[src/rtl/mdu_pkg.sv]
// mdu_pkg: shared types and constants for the multiply/divide unit.
package mdu_pkg;
  typedef enum logic [1:0] {IDLE, RUN, FIX} div_state_t;
  localparam int DIV_ITER = 32;
  localparam logic [31:0] DIV_BY_ZERO_LO = 32'hFFFFFFFF;
endpackage

[src/rtl/div_step.sv]
// div_step: one restoring shift-subtract iteration producing one quotient bit.
module div_step #(
  parameter int WIDTH = 32
) (
  input  logic [WIDTH-1:0] rem_i,
  input  logic [WIDTH-1:0] q_i,
  input  logic [WIDTH-1:0] div_i,
  output logic [WIDTH-1:0] rem_o,
  output logic [WIDTH-1:0] q_o
);
  logic [WIDTH:0] trial;
  always_comb begin
    trial = {rem_i, q_i[WIDTH-1]} - {1'b0, div_i};
    rem_o = trial[WIDTH] ? {rem_i[WIDTH-2:0], q_i[WIDTH-1]} : trial[WIDTH-1:0];
    q_o = {q_i[WIDTH-2:0], ~trial[WIDTH]};
  end
endmodule

[src/rtl/div_seq.sv]
// div_seq: sequential DIV/DIVU unit, one quotient bit per cycle, start/busy/done handshake.
module div_seq
  import mdu_pkg::*;
#(
  parameter int WIDTH = DIV_ITER,
  parameter int CNT_W = $clog2(WIDTH)
) (
  input  logic             clk,
  input  logic             reset,
  input  logic             start,
  input  logic             is_signed,
  input  logic [WIDTH-1:0] A,
  input  logic [WIDTH-1:0] B,
  output logic             busy,
  output logic             done,
  output logic [WIDTH-1:0] hi,
  output logic [WIDTH-1:0] lo,
  output logic             dz,
  output logic             v
);
  div_state_t state_q, state_d;
  logic [WIDTH-1:0] rem_q, rem_d, q_q, q_d, div_q, div_d, a_q, a_d;
  logic [WIDTH-1:0] hi_q, hi_d, lo_q, lo_d, rem_s, q_s;
  logic [CNT_W-1:0] cnt_q, cnt_d;
  logic negq_q, negq_d, negr_q, negr_d, dzp_q, dzp_d, vp_q, vp_d;
  logic dz_q, dz_d, v_q, v_d, done_q, done_d;

  div_step #(.WIDTH(WIDTH)) u_step (
    .rem_i(rem_q), .q_i(q_q), .div_i(div_q), .rem_o(rem_s), .q_o(q_s)
  );

  always_comb begin
    state_d = state_q;
    rem_d = rem_q;
    q_d = q_q;
    div_d = div_q;
    a_d = a_q;
    cnt_d = cnt_q;
    negq_d = negq_q;
    negr_d = negr_q;
    dzp_d = dzp_q;
    vp_d = vp_q;
    hi_d = hi_q;
    lo_d = lo_q;
    dz_d = dz_q;
    v_d = v_q;
    done_d = 1'b0;
    unique case (state_q)
      IDLE: if (start) begin
        state_d = RUN;
        a_d = A;
        q_d = (is_signed && A[WIDTH-1]) ? -A : A;
        div_d = (is_signed && B[WIDTH-1]) ? -B : B;
        rem_d = '0;
        cnt_d = '0;
        negq_d = is_signed & (A[WIDTH-1] ^ B[WIDTH-1]);
        negr_d = is_signed & A[WIDTH-1];
        dzp_d = (B == '0);
        vp_d = is_signed & (A == {1'b1, {(WIDTH-1){1'b0}}}) & (&B);
      end
      RUN: begin
        rem_d = rem_s;
        q_d = q_s;
        cnt_d = cnt_q + CNT_W'(1);
        state_d = (cnt_q == CNT_W'(WIDTH-1)) ? FIX : RUN;
      end
      FIX: begin
        // divide by zero reports the raw dividend, bypassing sign fixup
        lo_d = dzp_q ? WIDTH'(DIV_BY_ZERO_LO) : (negq_q ? -q_q : q_q);
        hi_d = dzp_q ? a_q : (negr_q ? -rem_q : rem_q);
        dz_d = dzp_q;
        v_d = vp_q;
        done_d = 1'b1;
        state_d = IDLE;
      end
      default: state_d = IDLE;
    endcase
  end

  always_ff @(posedge clk) begin
    if (reset) begin
      state_q <= IDLE;
      rem_q <= '0;
      q_q <= '0;
      div_q <= '0;
      a_q <= '0;
      cnt_q <= '0;
      negq_q <= 1'b0;
      negr_q <= 1'b0;
      dzp_q <= 1'b0;
      vp_q <= 1'b0;
      hi_q <= '0;
      lo_q <= '0;
      dz_q <= 1'b0;
      v_q <= 1'b0;
      done_q <= 1'b0;
    end else begin
      state_q <= state_d;
      rem_q <= rem_d;
      q_q <= q_d;
      div_q <= div_d;
      a_q <= a_d;
      cnt_q <= cnt_d;
      negq_q <= negq_d;
      negr_q <= negr_d;
      dzp_q <= dzp_d;
      vp_q <= vp_d;
      hi_q <= hi_d;
      lo_q <= lo_d;
      dz_q <= dz_d;
      v_q <= v_d;
      done_q <= done_d;
    end
  end

  assign busy = (state_q != IDLE);
  assign done = done_q;
  assign hi = hi_q;
  assign lo = lo_q;
  assign dz = dz_q;
  assign v = v_q;
endmodule

[config.mk]
export PLATFORM = sky130hd
export DESIGN_NAME = div_seq
export DESIGN_NICKNAME = d
export VERILOG_FILES = /design/src/rtl/mdu_pkg.sv /design/src/rtl/div_step.sv /design/src/rtl/div_seq.sv
export SDC_FILE = /design/constraint.sdc
export NUM_CORES = 1
export LEC_CHECK = 0
export BUFFER_PORTS_ARGS = -buffer_cell sky130_fd_sc_hd__buf_2
export CAP_MARGIN = 20
export CORE_ASPECT_RATIO = 0.75
export CORE_MARGIN = 3
export CORE_UTILIZATION = 43
export DETAILED_ROUTE_END_ITERATION = 10
export GPL_TIMING_DRIVEN = 1
export SLEW_MARGIN = 40
export SYNTH_ARGS = -nofsm -noshare
export SYNTH_HDL_FRONTEND = slang
export SYNTH_SLANG_ARGS = --single-unit
[constraint.sdc]
create_clock -name clk -period 3.33 [get_ports clk]
set_clock_uncertainty 0.2 [all_clocks]
set_input_delay 0.333 -clock clk [delete_from_list [all_inputs] [get_ports clk]]
set_output_delay 0.333 -clock clk [all_outputs]
set_load 0.05 [all_outputs]
==> results.sh, run 1 <==
export IMPL_crit_cells=14
export IMPL_slew_violations=0
export IMPL_cts_tree="done"
export IMPL_antenna_found_initial=0
export IMPL_pre_cts_ws_ns=-0.0157
export IMPL_netlist_area_leader_share_pct=33.8
export IMPL_tightest_slew_ns=0.824
export IMPL_cp_start_kind="flip-flop"
export IMPL_synth_top_area_cell="dfxtp_1"
export IMPL_peakVddDrop_mv=0.349
export IMPL_htree_levels=1
export IMPL_drc_errors=0
export IMPL_clock_sinks=206
export IMPL_syn_area_per_cell_sq_um=7.62
export IMPL_leakage_nw=5.97
export IMPL_ios=136
export IMPL_synth_ff_latch_count=206
export IMPL_critical_path_cell_chain="inv_2, ha_4, fa_2, nor2b_4, o2111ai_2, nand3_2, a211oi_4, a21oi_2, a2111oi_1, a311o_2, buf_4, buf_12, mux2i_1, a22o_1"
export IMPL_setup_tns_ns=0
export IMPL_insertion_delay_ns=0.52
export IMPL_outcome="finished clean"
export IMPL_drive_gt1_share_pct=15.4
export IMPL_ys_seq_area_share_pct=33.8
export IMPL_synth_edf_count=0
export IMPL_finalSetupViolations=0
export IMPL_dieArea_sq_mm=0.0305
export IMPL_ys_async_sr_fraction_pct=0
export IMPL_drv_cap=0
export IMPL_die_x_um=201
export IMPL_synth_area_leaders="dfxtp_1, nand2_1, a21oi_1, xnor2_1, o21ai_0"
export IMPL_fin_hold_ws_ns=0.0259
export IMPL_netlist_area_sq_mm=0.0122
export IMPL_grt_pass1_wl_um=60100
export IMPL_clockBufferDepth=3
export IMPL_finalCriticalPeriod_ns=3.29
export IMPL_finalWirelength_um=37700
export IMPL_drtIter0Drc=839
export IMPL_routedWlPerCell_um=17.4
export IMPL_slowest_stage="fa_2"
export IMPL_powerDensity_mw_per_mm2=481
export IMPL_viasPerCell=5.58
export IMPL_core_area_sq_mm=0.0275
export IMPL_holdCritPathClass="in2reg"
export IMPL_num_vias=12095
export IMPL_crit_type="reg2reg"
export IMPL_ys_warnings_count=0
export IMPL_rows=52
export IMPL_dr_pass1_iters=5
export IMPL_initial_utilization_pct=44.5
export IMPL_root_buffer="clkbuf_16"
export IMPL_critPathRequiredTime_ns=3.54
export IMPL_max_slew_margin_pct=44.9
export IMPL_r2r_worst_path_cells=14
export IMPL_drtAntennaViolNets=0
export IMPL_fp_dieH_um=152
export IMPL_setup_slack_ns=0.0418
export IMPL_gp_congestion=0.888
export IMPL_fmax_ghz=0.304
export IMPL_cp_top_family="compound AO/OA/AOI/OAI gates"
export IMPL_io_buffers=135
export IMPL_grt_usage_pct=23.4
export IMPL_synth_nets=1711
export IMPL_clk_pin_slew_ns=0.06
export IMPL_cp_end_kind="flip-flop"
export IMPL_diodes=0
export IMPL_min_period_over_period_pct=98.7
export IMPL_gr_total_overflow=0
export IMPL_placement_cell_area_sq_mm=0.0135
export IMPL_synthFlopType="dfxtp_1"
export IMPL_worst_path_buf_inv=3
export IMPL_stdcell_area_sq_mm=0.0148
export IMPL_finish_utilization_pct=54.1
export IMPL_dp_hpwl_um=28000
export IMPL_path_max_fanout=10
export IMPL_synth_distinct_cells=67
export IMPL_instances_no_fill=2166
export IMPL_synth_cells=1603
export IMPL_fin_nets=1879
export IMPL_finalPower_mw=7.14
export IMPL_grt_pass1_vias=11086
export IMPL_dp_cells=2072
export IMPL_max_stage_delay_ns=0.42
export IMPL_synthToLayoutAreaGrowth_pct=21.5
export IMPL_numCtsBuffers=23
export IMPL_hold_depth=3
export IMPL_worst_ep_arrival_time_ns=3.50
export IMPL_grt_max_degree=65
export IMPL_finalHoldViolCount=0
==> power breakdown <==
part	internal [mW]	leakage (nW)	switching, mW	total, mW
Sequential	2.58	1.68	0.118	2.70
Clock	1.72	0.417	1.07	2.79
Combinational	0.716	3.88	0.943	1.66
Total	5.01	5.97	2.13	7.14
==> synth_stat cells, types with 10 or more instances <==
| cell | number |
|---|---|
| a211oi_1 | 35 |
| a21o_1 | 12 |
| a21oi_1 | 144 |
| a22oi_1 | 28 |
| clkbuf_1 | 98 |
| dfxtp_1 | 206 |
| ha_1 | 39 |
| inv_1 | 57 |
| mux2i_1 | 27 |
| nand2_1 | 257 |
| nand2b_1 | 15 |
| nand3_1 | 27 |
| nand4_1 | 17 |
| nor2_1 | 125 |
| nor3_1 | 39 |
| nor4_1 | 10 |
| o211ai_1 | 19 |
| o21ai_0 | 120 |
| o22ai_1 | 21 |
| o31ai_1 | 24 |
| o41ai_1 | 11 |
| or3_1 | 15 |
| or4_1 | 16 |
| xnor2_1 | 80 |
| xor2_1 | 65 |
==> final timing paths <==
check | startpoint | end | slack, ns
hold reg to reg | hi[18]$_SDFFE_PP0P_ | hi[18]$_SDFFE_PP0P_ | 0.25
hold / removal | B[12] | div_q[12]$_SDFFE_PP0P_ | 0.03
setup reg to reg | q_q[31]$_SDFFE_PP0P_ | rem_q[0]$_SDFFE_PP0P_ | 0.04
setup / recovery | q_q[31]$_SDFFE_PP0P_ | rem_q[0]$_SDFFE_PP0P_ | 0.04
==> per-layer routing <==
layer	global-route usage (%)	vias to the layer above	share of wire [%]	routed length, um
met5	0	-	0	0
met3	3.23	48	6.0	2250
met4	4.95	0	1.9	711
met1	37.5	5704	52	19600
met2	33.0	354	40	15100
li1	-	5989	-	-
==> layout make-up <==
class | count | area [sq um]
repair buffers | 248 | 1670
well taps | 378 | 473
fillers | 2687 | 12600
clock inverters | 15 | 204
flip-flops and latches | 206 | 4130
inverters | 57 | 214
multi-input cells | 1235 | 7530
clock buffers | 27 | 621
==> cells in the final DEF (no fill, tap or decap), types with 21 or more instances in the layout <==
master,count
inv_1,56
buf_4,64
nand3_1,26
xnor2_1,80
o31ai_1,23
a211oi_1,34
nand2_1,257
mux2i_1,27
xor2_1,65
dfxtp_1,205
a21oi_1,144
buf_2,134
o21ai_0,120
nor2_1,124
o22ai_1,21
dlygate4sd3_1,47
ha_1,37
a22oi_1,28
nor3_1,38
clkbuf_16,23
==> worst register-to-register path, stage by stage, from the launching register on <==
cell	delay (ns)
dfxtp_1	0.35
inv_2	0.06
ha_4	0.16
fa_2	0.42
nor2b_4	0.16
o2111ai_2	0.16
nand3_2	0.13
a211oi_4	0.07
a21oi_2	0.29
a2111oi_1	0.15
a311o_2	0.40
buf_4	0.17
buf_12	0.14
mux2i_1	0.13
a22o_1	0.18
==> registers in the layout, indices dropped and copies added (netlist names), 2 cells and up <==
register,count
q_q,32
lo,32
rem_q,32
state_q,2
hi,32
div_q,32
cnt_q,5
a_q,32
==> cell families (layout without fill, tap and decap cells) <==
group	after synthesis	count (layout)	synth area share, %
AOI/OAI and AO/OA	466	466	23.6
xor gates and xnor gates	145	145	10.4
adders and majority gates	40	40	4.16
buffers and inverters	162	347	5.19
DFF	206	206	33.8
muxes	29	29	2.40
and+or+nand+nor	555	555	20.5
==> timing repair <==
action                                  in CTS  in global routing
gates resized for setup                      0                 13
setup buffers                                1                  4
hold endpoints to repair                    71                  0
endpoints found under the setup margin      13                 37
hold buffers                                47                  0
cloned                                       0                  0
pin swaps                                    1                  6
No activity file was read; power rests on OpenSTA's default activity.
==> inputs of run 2 (changes only) <==
--- a/config.mk
+++ b/config.mk
@@ -12,6 +12,7 @@
 export CORE_UTILIZATION = 43
 export DETAILED_ROUTE_END_ITERATION = 10
 export GPL_TIMING_DRIVEN = 1
+export PLACE_DENSITY = 0.69
 export SLEW_MARGIN = 40
 export SYNTH_ARGS = -nofsm -noshare
 export SYNTH_HDL_FRONTEND = slang
==> constraint.sdc (replaced) <==
create_clock -name clk -period 2.9 [get_ports clk]
set_clock_uncertainty 0.2 [all_clocks]
set_input_delay 0.29 -clock clk [delete_from_list [all_inputs] [get_ports clk]]
set_output_delay 0.29 -clock clk [all_outputs]
set_load 0.05 [all_outputs]
==> run 2 against run 1 <==
The run now ends with negative setup slack left. Combinational power up 33%. Global-route usage up 1.0 points. Worst hold slack worse by 0.023 ns. Utilization up 3.3 points. Total power up 13%. Largest power group is now registers. Highest routed layer unchanged.
==> results.sh, run 2 (synthesis results as in run 1) <==
export IMPL_viasPerCell=5.62
export IMPL_drv_cap=0
export IMPL_reg2reg_to="rem_q[5]$_SDFFE_PP0P_"
export IMPL_max_slew_margin_pct=52.5
export IMPL_tightest_slew_ns=0.712
export IMPL_r2r_worst_path_cells=14
export IMPL_routedWlPerCell_um=17.3
export IMPL_critPathRequiredTime_ns=3.10
export IMPL_crit_type="reg2reg"
export IMPL_drtAntennaViolNets=0
export IMPL_diodes=0
export IMPL_grt_pass1_wl_um=62900
export IMPL_finalSetupViolations=35
export IMPL_grt_max_degree=72
export IMPL_drc_errors=0
export IMPL_stdcell_area_sq_mm=0.0157
export IMPL_drtIter0Drc=1070
export IMPL_root_buffer="clkbuf_16"
export IMPL_met2_usage_pct=36.1
export IMPL_fin_hold_ws_ns=0.00236
export IMPL_htree_levels=1
export IMPL_holdCritPathClass="in2reg"
export IMPL_worst_ep_arrival_time_ns=3.24
export IMPL_path_max_fanout=8
export IMPL_final_cell_mix="nand2_1, dfxtp_1, buf_4"
export IMPL_gp_congestion=0.923
export IMPL_rsz0062_at_grt="yes"
export IMPL_multi_input_area_sq_mm=0.00784
export IMPL_grt_use_met3_pct=3.51
export IMPL_powerDensity_mw_per_mm2=510
export IMPL_outcome="finished with violations"
export IMPL_core_area_sq_mm=0.0275
export IMPL_fin_nets=1969
export IMPL_dieArea_sq_mm=0.0305
export IMPL_ios=136
export IMPL_drive_gt1_share_pct=21.3
export IMPL_gr_total_overflow=0
export IMPL_dp_hpwl_um=28900
export IMPL_met1_usage_pct=37.2
export IMPL_cts_tree="done"
export IMPL_peakVddDrop_mv=0.369
export IMPL_finalCriticalPeriod_ns=3.04
export IMPL_setup_slack_ns=-0.143
export IMPL_placement_cell_area_sq_mm=0.0141
export IMPL_fp_dieH_um=152
export IMPL_rr_startpoint="q_q[31]$_SDFFE_PP0P_"
export IMPL_num_vias=12644
export IMPL_holdPathEnd="div_q[25]$_SDFFE_PP0P_"
export IMPL_nFillCells=2534
export IMPL_clockBufferDepth=3
export IMPL_die_x_um=201
export IMPL_initial_utilization_pct=44.5
export IMPL_finalHoldViolCount=0
export IMPL_slew_violations=0
export IMPL_rows=52
export IMPL_clock_sinks=206
export IMPL_seqCellArea_sq_mm=0.00413
export IMPL_grt_pass1_vias=12025
export IMPL_dr_pass1_iters=5
export IMPL_cp_end_kind="flip-flop"
export IMPL_final_common_cell="nand2_1"
export IMPL_grt_busiest_layer="met1"
export IMPL_leakage_nw=6.39
export IMPL_violations="negative setup slack"
export IMPL_grt_usage_pct=24.5
export IMPL_fmax_ghz=0.329
export IMPL_min_period_over_period_pct=105
export IMPL_hold_start="B[25]"
export IMPL_timing_reg2reg_setup_slack_ns=-0.14
export IMPL_hold_depth=3
export IMPL_cp_start_kind="flip-flop"
export IMPL_numCtsBuffers=23
export IMPL_antenna_found_initial=0
export IMPL_io_buffers=135
export IMPL_finalWirelength_um=39000
export IMPL_synthToLayoutAreaGrowth_pct=28.9
export IMPL_insertion_delay_ns=0.52
export IMPL_clk_pin_slew_ns=0.06
==> run 2: repair_timing <==
item / CTS / global route
setup buffers: 2 / 5
cloned: 1 / 0
resized for setup: 16 / 57
pin swaps: 9 / 20
hold buffers: 56 / 0
hold endpoints to repair: 89 / 0
setup endpoints to repair: 41 / 62
==> run 2: through the flow <==
stage / power, mW / instances / setup WS (ns) / utilization (%) / setup TNS (ns)
floorplan: 4.43 / 1603 / -0.0277 / - / -0.556
global placement: 5.04 / 2150 / -0.0603 / 51.4 / -0.203
detailed placement: 5.08 / 2150 / -0.161 / 51.4 / -2.03
CTS: 7.94 / 2245 / -0.122 / 56.4 / -2.15
global route: 8.40 / 2250 / -0.260 / 57.3 / -7.04
finish: 8.04 / 2250 / -0.143 / 57.3 / -2.99
==> run 2: where the power goes <==
| group | switching [mW] | internal, mW | leakage [nW] |
|---|---|---|---|
| Clock | 1.16 | 1.59 | 0.329 |
| Sequential | 0.117 | 2.96 | 1.68 |
| Combinational | 1.20 | 1.01 | 4.38 |
| Total | 2.48 | 5.55 | 6.39 |
==> run 2: per-layer routing <==
metal,part of all wire (%),wire (um)
met3,7.0,2730
met5,0,0
met1,49,19100
met4,2.5,969
met2,42,16300
==> run 2: worst max-delay path by stage <==
| stage | start | end | slack (ns) | cells after the start |
|---|---|---|---|---|
| 2_1_floorplan | q_q[31]$_SDFFE_PP0P_ | rem_q[6]$_SDFFE_PP0P_ | -0.03 | 14 |
| 3_3_place_gp | q_q[0]$_SDFFE_PP0P_ | lo[25]$_SDFFE_PP0P_ | -0.06 | 10 |
| 3_5_place_dp | q_q[0]$_SDFFE_PP0P_ | lo[25]$_SDFFE_PP0P_ | -0.16 | 10 |
| 4_1_cts | q_q[31]$_SDFFE_PP0P_ | rem_q[7]$_SDFFE_PP0P_ | -0.12 | 13 |
| 5_1_grt | q_q[31]$_SDFFE_PP0P_ | rem_q[5]$_SDFFE_PP0P_ | -0.26 | 14 |
| 6_report | q_q[31]$_SDFFE_PP0P_ | rem_q[5]$_SDFFE_PP0P_ | -0.14 | 14 |
==> run 2: layout make-up <==
class,count,share of cell area (%)
clock buffer,32,4.00
clock inverter,4,0.326
inverter,57,1.36
multi-input combinational,1235,49.8
sequential,206,26.2
tap,378,3.00
timing repair buffer,338,15.3
==> run 2: worst max-delay path, stage by stage, from the launching register on <==
cell and delay [ns]:
dfxtp_2 0.32, inv_2 0.07, ha_4 0.13, fa_2 0.22, nor2b_4 0.05, o2111ai_2 0.24, nand3_2 0.15, a211oi_4 0.27
a21oi_2 0.12, a211o_1 0.26, a311o_2 0.39, buf_12 0.16, buf_16 0.13, mux2i_1 0.14, o21ai_1 0.07
